<file path="src/rtl/uniq_compact_if.sv">
// Bus between the sort stage, the sorted-buffer SRAM, the output RAM and uniq_compact.
// slave is the compactor's view; master is the surrounding system's view.
interface uniq_compact_if;
  logic       start;
  logic       SRAM_rd;
  logic [3:0] SRAM_A;
  logic [7:0] SRAM_Q;
  logic       OUT_valid;
  logic [3:0] OUT_A;
  logic [7:0] OUT_D;
  logic [4:0] uniq_cnt;
  logic [4:0] max_run;
  logic       done;

  modport slave (
    input  start, SRAM_Q,
    output SRAM_rd, SRAM_A, OUT_valid, OUT_A, OUT_D, uniq_cnt, max_run, done
  );

  modport master (
    output start, SRAM_Q,
    input  SRAM_rd, SRAM_A, OUT_valid, OUT_A, OUT_D, uniq_cnt, max_run, done
  );
endinterface

</file>
<file path="src/rtl/uniq_compact.sv">
// Streams a 16-byte sorted buffer and writes each distinct value densely to an output RAM.
// Optional longest-run tracking on max_run is enabled by defining UNIQ_RUNLEN_EN.
module uniq_compact (
  input  logic          clk,
  input  logic          reset_n,
  uniq_compact_if.slave bus
);

  typedef enum logic [1:0] {IDLE, READ, SCAN, FIN} state_e;

  state_e     state_q;
  logic [3:0] idx_q;
  logic [7:0] prev_q;
  logic [3:0] wptr_q;
  logic       rd_q;
  logic [3:0] addr_q;
  logic       valid_q;
  logic [3:0] out_a_q;
  logic [7:0] out_d_q;
  logic [4:0] cnt_q;
  logic       done_q;
  logic       is_uniq;

  // Element 0 has no predecessor, so it is always written.
  assign is_uniq = (idx_q == 4'd0) || (bus.SRAM_Q != prev_q);

  // NOTE: all state uses non-blocking assignments so every register samples pre-edge values.
  always_ff @(posedge clk or negedge reset_n) begin
    if (!reset_n) begin
      state_q <= IDLE;
      idx_q   <= '0;
      prev_q  <= '0;
      wptr_q  <= '0;
      rd_q    <= 1'b0;
      addr_q  <= '0;
      valid_q <= 1'b0;
      out_a_q <= '0;
      out_d_q <= '0;
      cnt_q   <= '0;
      done_q  <= 1'b0;
    end else begin
      case (state_q)
        IDLE: begin
          valid_q <= 1'b0;
          if (bus.start) begin
            state_q <= READ;
            rd_q    <= 1'b1;
            addr_q  <= 4'd0;
            idx_q   <= 4'd0;
            wptr_q  <= 4'd0;
            cnt_q   <= 5'd0;
            done_q  <= 1'b0;
          end
        end
        READ: begin
          addr_q  <= 4'd1;
          state_q <= SCAN;
        end
        SCAN: begin
          prev_q <= bus.SRAM_Q;
          if (is_uniq) begin
            valid_q <= 1'b1;
            out_a_q <= wptr_q;
            out_d_q <= bus.SRAM_Q;
            wptr_q  <= wptr_q + 4'd1;
            cnt_q   <= cnt_q + 5'd1;
          end else begin
            valid_q <= 1'b0;
          end
          // Address runs two elements ahead of the data being consumed.
          if (idx_q < 4'd14) begin
            addr_q <= idx_q + 4'd2;
          end else begin
            rd_q <= 1'b0;
          end
          idx_q <= idx_q + 4'd1;
          if (idx_q == 4'd15) begin
            state_q <= FIN;
          end
        end
        FIN: begin
          valid_q <= 1'b0;
          done_q  <= 1'b1;
          state_q <= IDLE;
        end
        default: state_q <= IDLE;
      endcase
    end
  end

  assign bus.SRAM_rd   = rd_q;
  assign bus.SRAM_A    = addr_q;
  assign bus.OUT_valid = valid_q;
  assign bus.OUT_A     = out_a_q;
  assign bus.OUT_D     = out_d_q;
  assign bus.uniq_cnt  = cnt_q;
  assign bus.done      = done_q;

`ifdef UNIQ_RUNLEN_EN
  logic [4:0] run_q;
  logic [4:0] max_q;
  logic [4:0] run_d;

  assign run_d = is_uniq ? 5'd1 : run_q + 5'd1;

  always_ff @(posedge clk or negedge reset_n) begin
    if (!reset_n) begin
      run_q <= '0;
      max_q <= '0;
    end else if (state_q == IDLE && bus.start) begin
      run_q <= '0;
      max_q <= '0;
    end else if (state_q == SCAN) begin
      run_q <= run_d;
      if (run_d > max_q) begin
        max_q <= run_d;
      end
    end
  end

  assign bus.max_run = max_q;
`else
  assign bus.max_run = '0;
`endif

endmodule

</file>
<file path="src/flat_wrapper.sv">
// flat-port wrapper written by rule: the top's interface ports become plain ports
module uniq_compact_flat 
  (clk, reset_n, bus_start, bus_SRAM_Q, bus_SRAM_rd, bus_SRAM_A, bus_OUT_valid, bus_OUT_A, bus_OUT_D, bus_uniq_cnt, bus_max_run, bus_done);
  uniq_compact_if bus_i ();
  input  logic clk;
  input  logic reset_n;
  input wire logic [$bits(bus_i.start)-1:0] bus_start;
  input wire logic [$bits(bus_i.SRAM_Q)-1:0] bus_SRAM_Q;
  output wire logic [$bits(bus_i.SRAM_rd)-1:0] bus_SRAM_rd;
  output wire logic [$bits(bus_i.SRAM_A)-1:0] bus_SRAM_A;
  output wire logic [$bits(bus_i.OUT_valid)-1:0] bus_OUT_valid;
  output wire logic [$bits(bus_i.OUT_A)-1:0] bus_OUT_A;
  output wire logic [$bits(bus_i.OUT_D)-1:0] bus_OUT_D;
  output wire logic [$bits(bus_i.uniq_cnt)-1:0] bus_uniq_cnt;
  output wire logic [$bits(bus_i.max_run)-1:0] bus_max_run;
  output wire logic [$bits(bus_i.done)-1:0] bus_done;
  assign bus_i.start = bus_start;
  assign bus_i.SRAM_Q = bus_SRAM_Q;
  assign bus_SRAM_rd = bus_i.SRAM_rd;
  assign bus_SRAM_A = bus_i.SRAM_A;
  assign bus_OUT_valid = bus_i.OUT_valid;
  assign bus_OUT_A = bus_i.OUT_A;
  assign bus_OUT_D = bus_i.OUT_D;
  assign bus_uniq_cnt = bus_i.uniq_cnt;
  assign bus_max_run = bus_i.max_run;
  assign bus_done = bus_i.done;
  uniq_compact u_core (.clk(clk), .reset_n(reset_n), .bus(bus_i));
endmodule
</file>
<file path="config.mk">
export PLATFORM = sky130hd
export DESIGN_NAME = uniq_compact_flat
export DESIGN_NICKNAME = d
export VERILOG_FILES = /design/src/rtl/uniq_compact_if.sv /design/src/rtl/uniq_compact.sv /design/src/flat_wrapper.sv
export SDC_FILE = /design/constraint.sdc
export NUM_CORES = 1
export LEC_CHECK = 0
export CAP_MARGIN = 20
export CORE_MARGIN = 4
export CORE_UTILIZATION = 55
export CTS_BUF_LIST = sky130_fd_sc_hd__clkbuf_2
export DETAILED_ROUTE_END_ITERATION = 16
export PLACE_DENSITY = 0.82
export SKIP_CTS_REPAIR_TIMING = 1
export SLEW_MARGIN = 5
export SYNTH_ARGS = -nofsm -noshare
export SYNTH_HDL_FRONTEND = slang
export SYNTH_SLANG_ARGS = --single-unit
</file>
<file path="constraint.sdc">
create_clock -name clk -period 5.6 [get_ports clk]
set_input_delay 1.12 -clock clk [delete_from_list [all_inputs] [get_ports clk]]
set_output_delay 1.12 -clock clk [all_outputs]
set_load 0.05 [all_outputs]
</file>
==> results by group, run 1 <==
Flow run
  – Max_cap viols: 0

Worst setup path
  – Critical path's largest stage delay: 850 ps
  – WP buf/inv: 1
  – Cell Chain, Critical Path: clkdlybuf4s50_1
  – Crit path capture type: output pin
  – Setup CP Type: flop to output pin
  – Crit path max fanout: 7
  – Required time of the critical path: 4480 ps
  – Startpoint types: flop
  – WP data arrival: 1780 ps
  – CP max-delay cell: clkdlybuf4s50_1
  – CP delay by family, top: buffers and inverters

Layout
  – # fillers: 288
  – Final cell utilization of the core: 67.54%
  – Multi-input gate area: 999.7 um^2
  – Synth-to-layout area growth: 17.31%
  – Post-Layout Cell Count: 273
  – Final #Nets: 244
  – ANT cells: 0
  – Sequential Area: 1051 um^2
  – Layout cell share with drive strength beyond 1: 10.67%

Timing
  – Worst Max-Slew Pin Slew: 982.8 ps
  – Relative slew slack: 34.04%
  – Tcrit/Tclk final: 51.72%
  – Fmax: 345.3 MHz
  – RSZ-0062 raised after global routing: no
  – Final Hold Viols: 0
  – TNS Setup: 0 ps
  – # setup viols final: 0
  – Fin crit period: 2896 ps
  – Max-slew violations: 0
  – Clock Skews: 23.23 ps

Synthesis
  – Cells after Synth: 192
  – Synth Flop Type: dfrtp_1
  – Yosys reg bits: 42
  – Async S/R FF share, synth: 100.0%
  – Synth warn: 0
  – Seq/Total Area, Yosys: 49.12%
  – Post-synth EDFFs: 0
  – Syn avg cell area: 11.14 um^2
  – Mapped cell area: 2140 um^2
  – Netlist cell types: 38

GRT
  – Largest net degree at the start of global routing: 43
  – Total GRT Usage: 15.92%
  – Global-route wire length before repair: 6.203 mm
  – GRT overflow: 0
  – Vias in the first global route: 1,358
  – Initial antenna violation count: 0

Hold path
  – Hold Crit Class: flop to flop

Detailed routing
  – Via count: 1,496
  – DR pass1 iterations: 4
  – Starting DRT DRC Count: 137
  – WL/cell: 13.63 um
  – # DRC: 0
  – Routed WL: 3.721 mm
  – Via-to-Cell Ratio: 5.480
  – DRT antenna net count: 0

Run status
  – Status: finished clean

Clock network
  – Clock Latency Late Sink: 410 ps
  – CTS tree: done
  – Clock Pin Slew Worst Setup and Hold Paths: 220 ps
  – CTS Sinks: 42
  – CTS buffer count: 5
  – Clk buf depth: 2
  – H-tree depth: 2
  – Root buf cell: clkbuf_2

Placed design
  – Placed insts: 265
  – Buffers on Ports: 34
  – DPL Wire Length: 2.594 mm
  – GPL Wtd Cong: 0.7526

Pwr
  – PD cells: 559.3 nW/um^2
  – Leak Pwr: 1.112 nW
  – Worst VDD drop: 0.3218 mV

Floorplan
  – Die Y: 70.37 um
  – Starting density of the core: 57.58%
  – Cell Rows: 22
  – Die W: 70.37 um
  – Core area: 3716 um^2
  – Die Area: 4952 um^2
  – IO Pins: 40
per-stage QoR:
| stage | cell area [um^2] | hold slack (ps) | worst slack [ps] | power, mW |
|---|---|---|---|---|
| final | 2510 | 498.5 | 2704 | 1.404 |
| after global placement | 2469 | 451.7 | 2421 | 1.275 |
| after global routing | 2510 | 539.5 | 2631 | 1.499 |
| after floorplan | 2155 | 496.1 | 3135 | 1.083 |
| after CTS | 2510 | 502.0 | 2680 | 1.416 |
| after detailed placement | 2469 | 459.3 | 2387 | 1.289 |
tightest hold or removal path, stage by stage, from the launching register on:
cell and delay, ps:
dfrtp_1 390, nand2_1 50, nand2_1 50
area by class of cell:
type,count,share of cell area (%)
clock buffer,5,0.9970
clock inverter,3,0.6481
inverter,4,0.5982
multi-input combinational,136,39.83
sequential,42,41.87
tap,48,2.393
timing repair buffer,35,13.66
cells in the mapped netlist (all sizes together) (4+ instances only):
master,instances,area share (%)
buf,9,3.3
xor2,7,2.9
nand2,21,3.8
clkbuf,5,0.88
dfrtp,42,49
o21ai,10,2.3
inv,4,0.70
ha,9,5.3
nand3,8,1.9
a21oi,7,1.6
nand4,6,2.5
nor2,10,1.8
mux2,23,12
a22o,4,1.6
report_power, final:
group	switching, mW	leakage [nW]	total (mW)	internal [mW]
Combinational	0.489	0.558	0.780	0.290
Sequential	0.0820	0.528	0.498	0.416
Clock	0.0982	0.0264	0.127	0.0284
Total	0.669	1.11	1.40	0.734
worst paths after layout:
check,slack (ps),endpoint,start,cells after the start
setup / recovery,2700,bus_uniq_cnt[2],u_core.bus.uniq_cnt[2]$_DFFE_PN0P_,1
hold / removal,500,u_core.bus.SRAM_A[1]$_DFFE_PN0P_,u_core.bus.SRAM_A[1]$_DFFE_PN0P_,2
setup reg to reg,3220,u_core.wptr_q[3]$_DFFE_PN0P_,u_core.state_q[0]$_DFFE_PN0P_,7
hold reg to reg,500,u_core.bus.SRAM_A[1]$_DFFE_PN0P_,u_core.bus.SRAM_A[1]$_DFFE_PN0P_,2
max in group asynchronous,4230,u_core.bus.OUT_A[1]$_DFFE_PN0P_,reset_n,1
min in group asynchronous,800,u_core.bus.OUT_D[5]$_DFFE_PN0P_,reset_n,1
metal layers:
layer / GRT usage, % / share of wire (%) / routed length [um] / vias to the layer above
met5: 0 / 0 / 0 / -
li1: - / - / - / 738
met2: 22.56 / 47 / 1754 / 43
met3: 3.741 / 5.3 / 197 / 2
met4: 8.511 / 0.24 / 9 / 0
met1: 22.42 / 47 / 1759 / 713
flip-flops by register name, indices dropped and copies added, names as in the netlist:
| signal | cells |
|---|---|
| u_core.bus.uniq_cnt | 5 |
| u_core.idx_q | 4 |
| u_core.wptr_q | 4 |
| u_core.bus.SRAM_A | 4 |
| u_core.bus.SRAM_rd | 1 |
| u_core.prev_q | 8 |
| u_core.bus.done | 1 |
| u_core.bus.OUT_valid | 1 |
| u_core.bus.OUT_A | 4 |
| u_core.state_q | 2 |
| u_core.bus.OUT_D | 8 |
placed cells by master, fill, tap and decap left out, types with 3 or more instances in the layout:
cell type,instances
nand4_1,5
a21oi_1,7
a22o_1,4
mux2_1,12
mux2_2,11
conb_1,5
dfrtp_1,42
nand2_1,20
nand3_1,8
nor2_1,10
clkdlybuf4s50_1,33
clkbuf_2,5
o211ai_1,3
xor2_1,7
ha_1,9
nor4b_1,3
inv_1,4
o21ai_0,8
kinds of logic after synthesis:
kind of cell	share of synthesized area, %
buffers and inverters	4.854
xor gates and xnor gates	3.684
other	0.1753
AOI/OAI and AO/OA	9.766
DFF	49.12
and+or+nand+nor	14.56
muxes	12.57
adders and majority gates	5.263
Power figures use the tool's default switching activity.
==> inputs of run 2 (changes only) <==
Settings changed: CORE_UTILIZATION 55 to 49, PLACE_DENSITY 0.82 to 0.77.
Clock period 5.6 ns to 2.5 ns, I/O delays scaled along.
==> run 2 against run 1 <==
Effect of this change: critical path depth unchanged; clock skew decreased by 3.1 ps; combinational power increased by 130%.
==> results by group, run 2 (synthesis gave the netlist of run 1 again) <==
Worst setup path
  – CP delay by family, top: buffers and inverters
  – WP buf/inv: 1
  – WP data arrival: 1750 ps
  – Setup CP Type: flop to output pin
  – Crit path max fanout: 6
  – Crit path capture type: output pin
  – Required time of the critical path: 2000 ps
  – RR Startpoint: u_core.idx_q[0]$_DFFE_PN0P_
  – CP max-delay cell: clkdlybuf4s50_1
  – Startpoint types: flop
  – Crit path from: u_core.bus.uniq_cnt[3]$_DFFE_PN0P_
  – Cell Chain, Critical Path: clkdlybuf4s50_1
  – Critical path's largest stage delay: 850 ps

GRT
  – Global-route wire length before repair: 6.513 mm
  – Largest net degree at the start of global routing: 37
  – Vias in the first global route: 1,341
  – Total GRT Usage: 15.43%
  – GRT overflow: 0
  – Initial antenna violation count: 0

Detailed routing
  – DRT antenna net count: 0
  – Starting DRT DRC Count: 104
  – Via count: 1,500
  – DR pass1 iterations: 4
  – Via-to-Cell Ratio: 5.357
  – # DRC: 0
  – Routed WL: 3.922 mm
  – WL/cell: 14.01 um

Floorplan
  – Die W: 74.08 um
  – Core area: 4115 um^2
  – Starting density of the core: 51.99%
  – Die Y: 74.08 um
  – Die Area: 5488 um^2
  – Cell Rows: 23
  – IO Pins: 40

Pwr
  – Logic gate share of total power: 55.9%
  – Sw Ratio: 47.08%
  – Pint: 1.678 mW
  – P_sw: 1.493 mW
  – Clock power share: 8.9%
  – PD cells: 1245 nW/um^2
  – Sequential power share: 35.2%
  – Worst VDD drop: 0.5040 mV
  – Leak Pwr: 1.139 nW

Layout
  – ANT cells: 0
  – Final cell utilization of the core: 61.90%
  – Synth-to-layout area growth: 19.06%
  – Commonest non-fill, non-tap cell in the layout: dfrtp_1
  – Layout cell share with drive strength beyond 1: 12.61%
  – Most frequent cells in the layout: dfrtp_1, clkdlybuf4s50_1, nand2_1, mux2_1, mux2_2
  – Final #Nets: 249
  – # fillers: 346

Timing
  – Fin worst setup slack: 245.6 ps
  – Fmax: 443.6 MHz
  – # setup viols final: 0
  – Relative slew slack: 54.26%
  – Final Hold Viols: 0
  – RSZ-0062 raised after global routing: no
  – Tcrit/Tclk final: 90.18%
  – Max-slew violations: 0
  – Fin crit period: 2254 ps
  – Worst Max-Slew Pin Slew: 675.5 ps
  – Clock Skews: 20.09 ps
  – TNS Setup: 0 ps

Placed design
  – GPL Wtd Cong: 0.8349
  – Buffers on Ports: 34
  – Dpl ws: 141.7 ps
  – DPL Wire Length: 2.797 mm

Clock network
  – H-tree depth: 2
  – Root buf cell: clkbuf_2
  – Clk buf depth: 2
  – Clock Latency Late Sink: 400 ps
  – CTS Sinks: 42
  – Clock Pin Slew Worst Setup and Hold Paths: 210 ps
  – CTS buffer count: 5
  – CTS tree: done

Hold path
  – Hold Crit Class: primary input to asynchronous set/reset pin

Flow run
  – Max_cap viols: 0

Run status
  – Status: finished clean
[run 2: cell count changes in the layout (fill, tap and decap cells not counted), sizes merged]
cell,previous run,this run
clkbuf,5,6
buf,2,7
clkinvlp,1,0
[run 2: final cells by class]
type	instances	area (um^2)	share of cell area, %
well taps	50	62.56	2.456
clock buffers	6	30.03	1.179
repair buffers	40	380.4	14.93
clock inverters	2	8.758	0.3438
flip-flops and latches	42	1051	41.26
multi-input cells	136	999.7	39.24
inverters	4	15.01	0.5894
[run 2: metal layers]
layer,track usage [%],part of all wire (%)
met5,0,0
met4,6.640,1.7
met2,23.23,47
met1,21.69,47
met3,3.108,4.9
[run 2: worst paths after layout]
kind / to / slack [ps] / cells past startpoint
setup / recovery: bus_uniq_cnt[3] / 250 / 1
hold / removal: u_core.prev_q[7]$_DFFE_PN0P_ / 9 / 1
setup reg to reg: u_core.bus.uniq_cnt[0]$_DFFE_PN0P_ / 450 / 8
hold reg to reg: u_core.bus.SRAM_A[3]$_DFFE_PN0P_ / 500 / 2
max in group asynchronous: u_core.bus.OUT_valid$_DFFE_PN0P_ / 1830 / 2
min in group clk: u_core.bus.SRAM_A[3]$_DFFE_PN0P_ / 500 / 2
[run 2: through the flow]
step                cell area, um^2  cells  hold WS [ps]  power [mW]
finish                         2547    280         8.666       3.171
global placement               2509    272         451.4       2.888
CTS                            2547    280         7.377       3.208
floorplan                      2155    196         204.4       2.426
detailed placement             2509    272         462.2       2.924
global route                   2547    280         29.35       3.389
[run 2: power groups by stage]
| stage | Combinational (mW) | Sequential, mW | Clock (mW) |
|---|---|---|---|
| after floorplan | 0.876 | 1.55 | 0 |
| after global placement | 1.76 | 1.13 | 0 |
| after detailed placement | 1.79 | 1.14 | 0 |
| after CTS | 1.79 | 1.12 | 0.295 |
| after global routing | 1.91 | 1.15 | 0.322 |
| final | 1.77 | 1.12 | 0.283 |
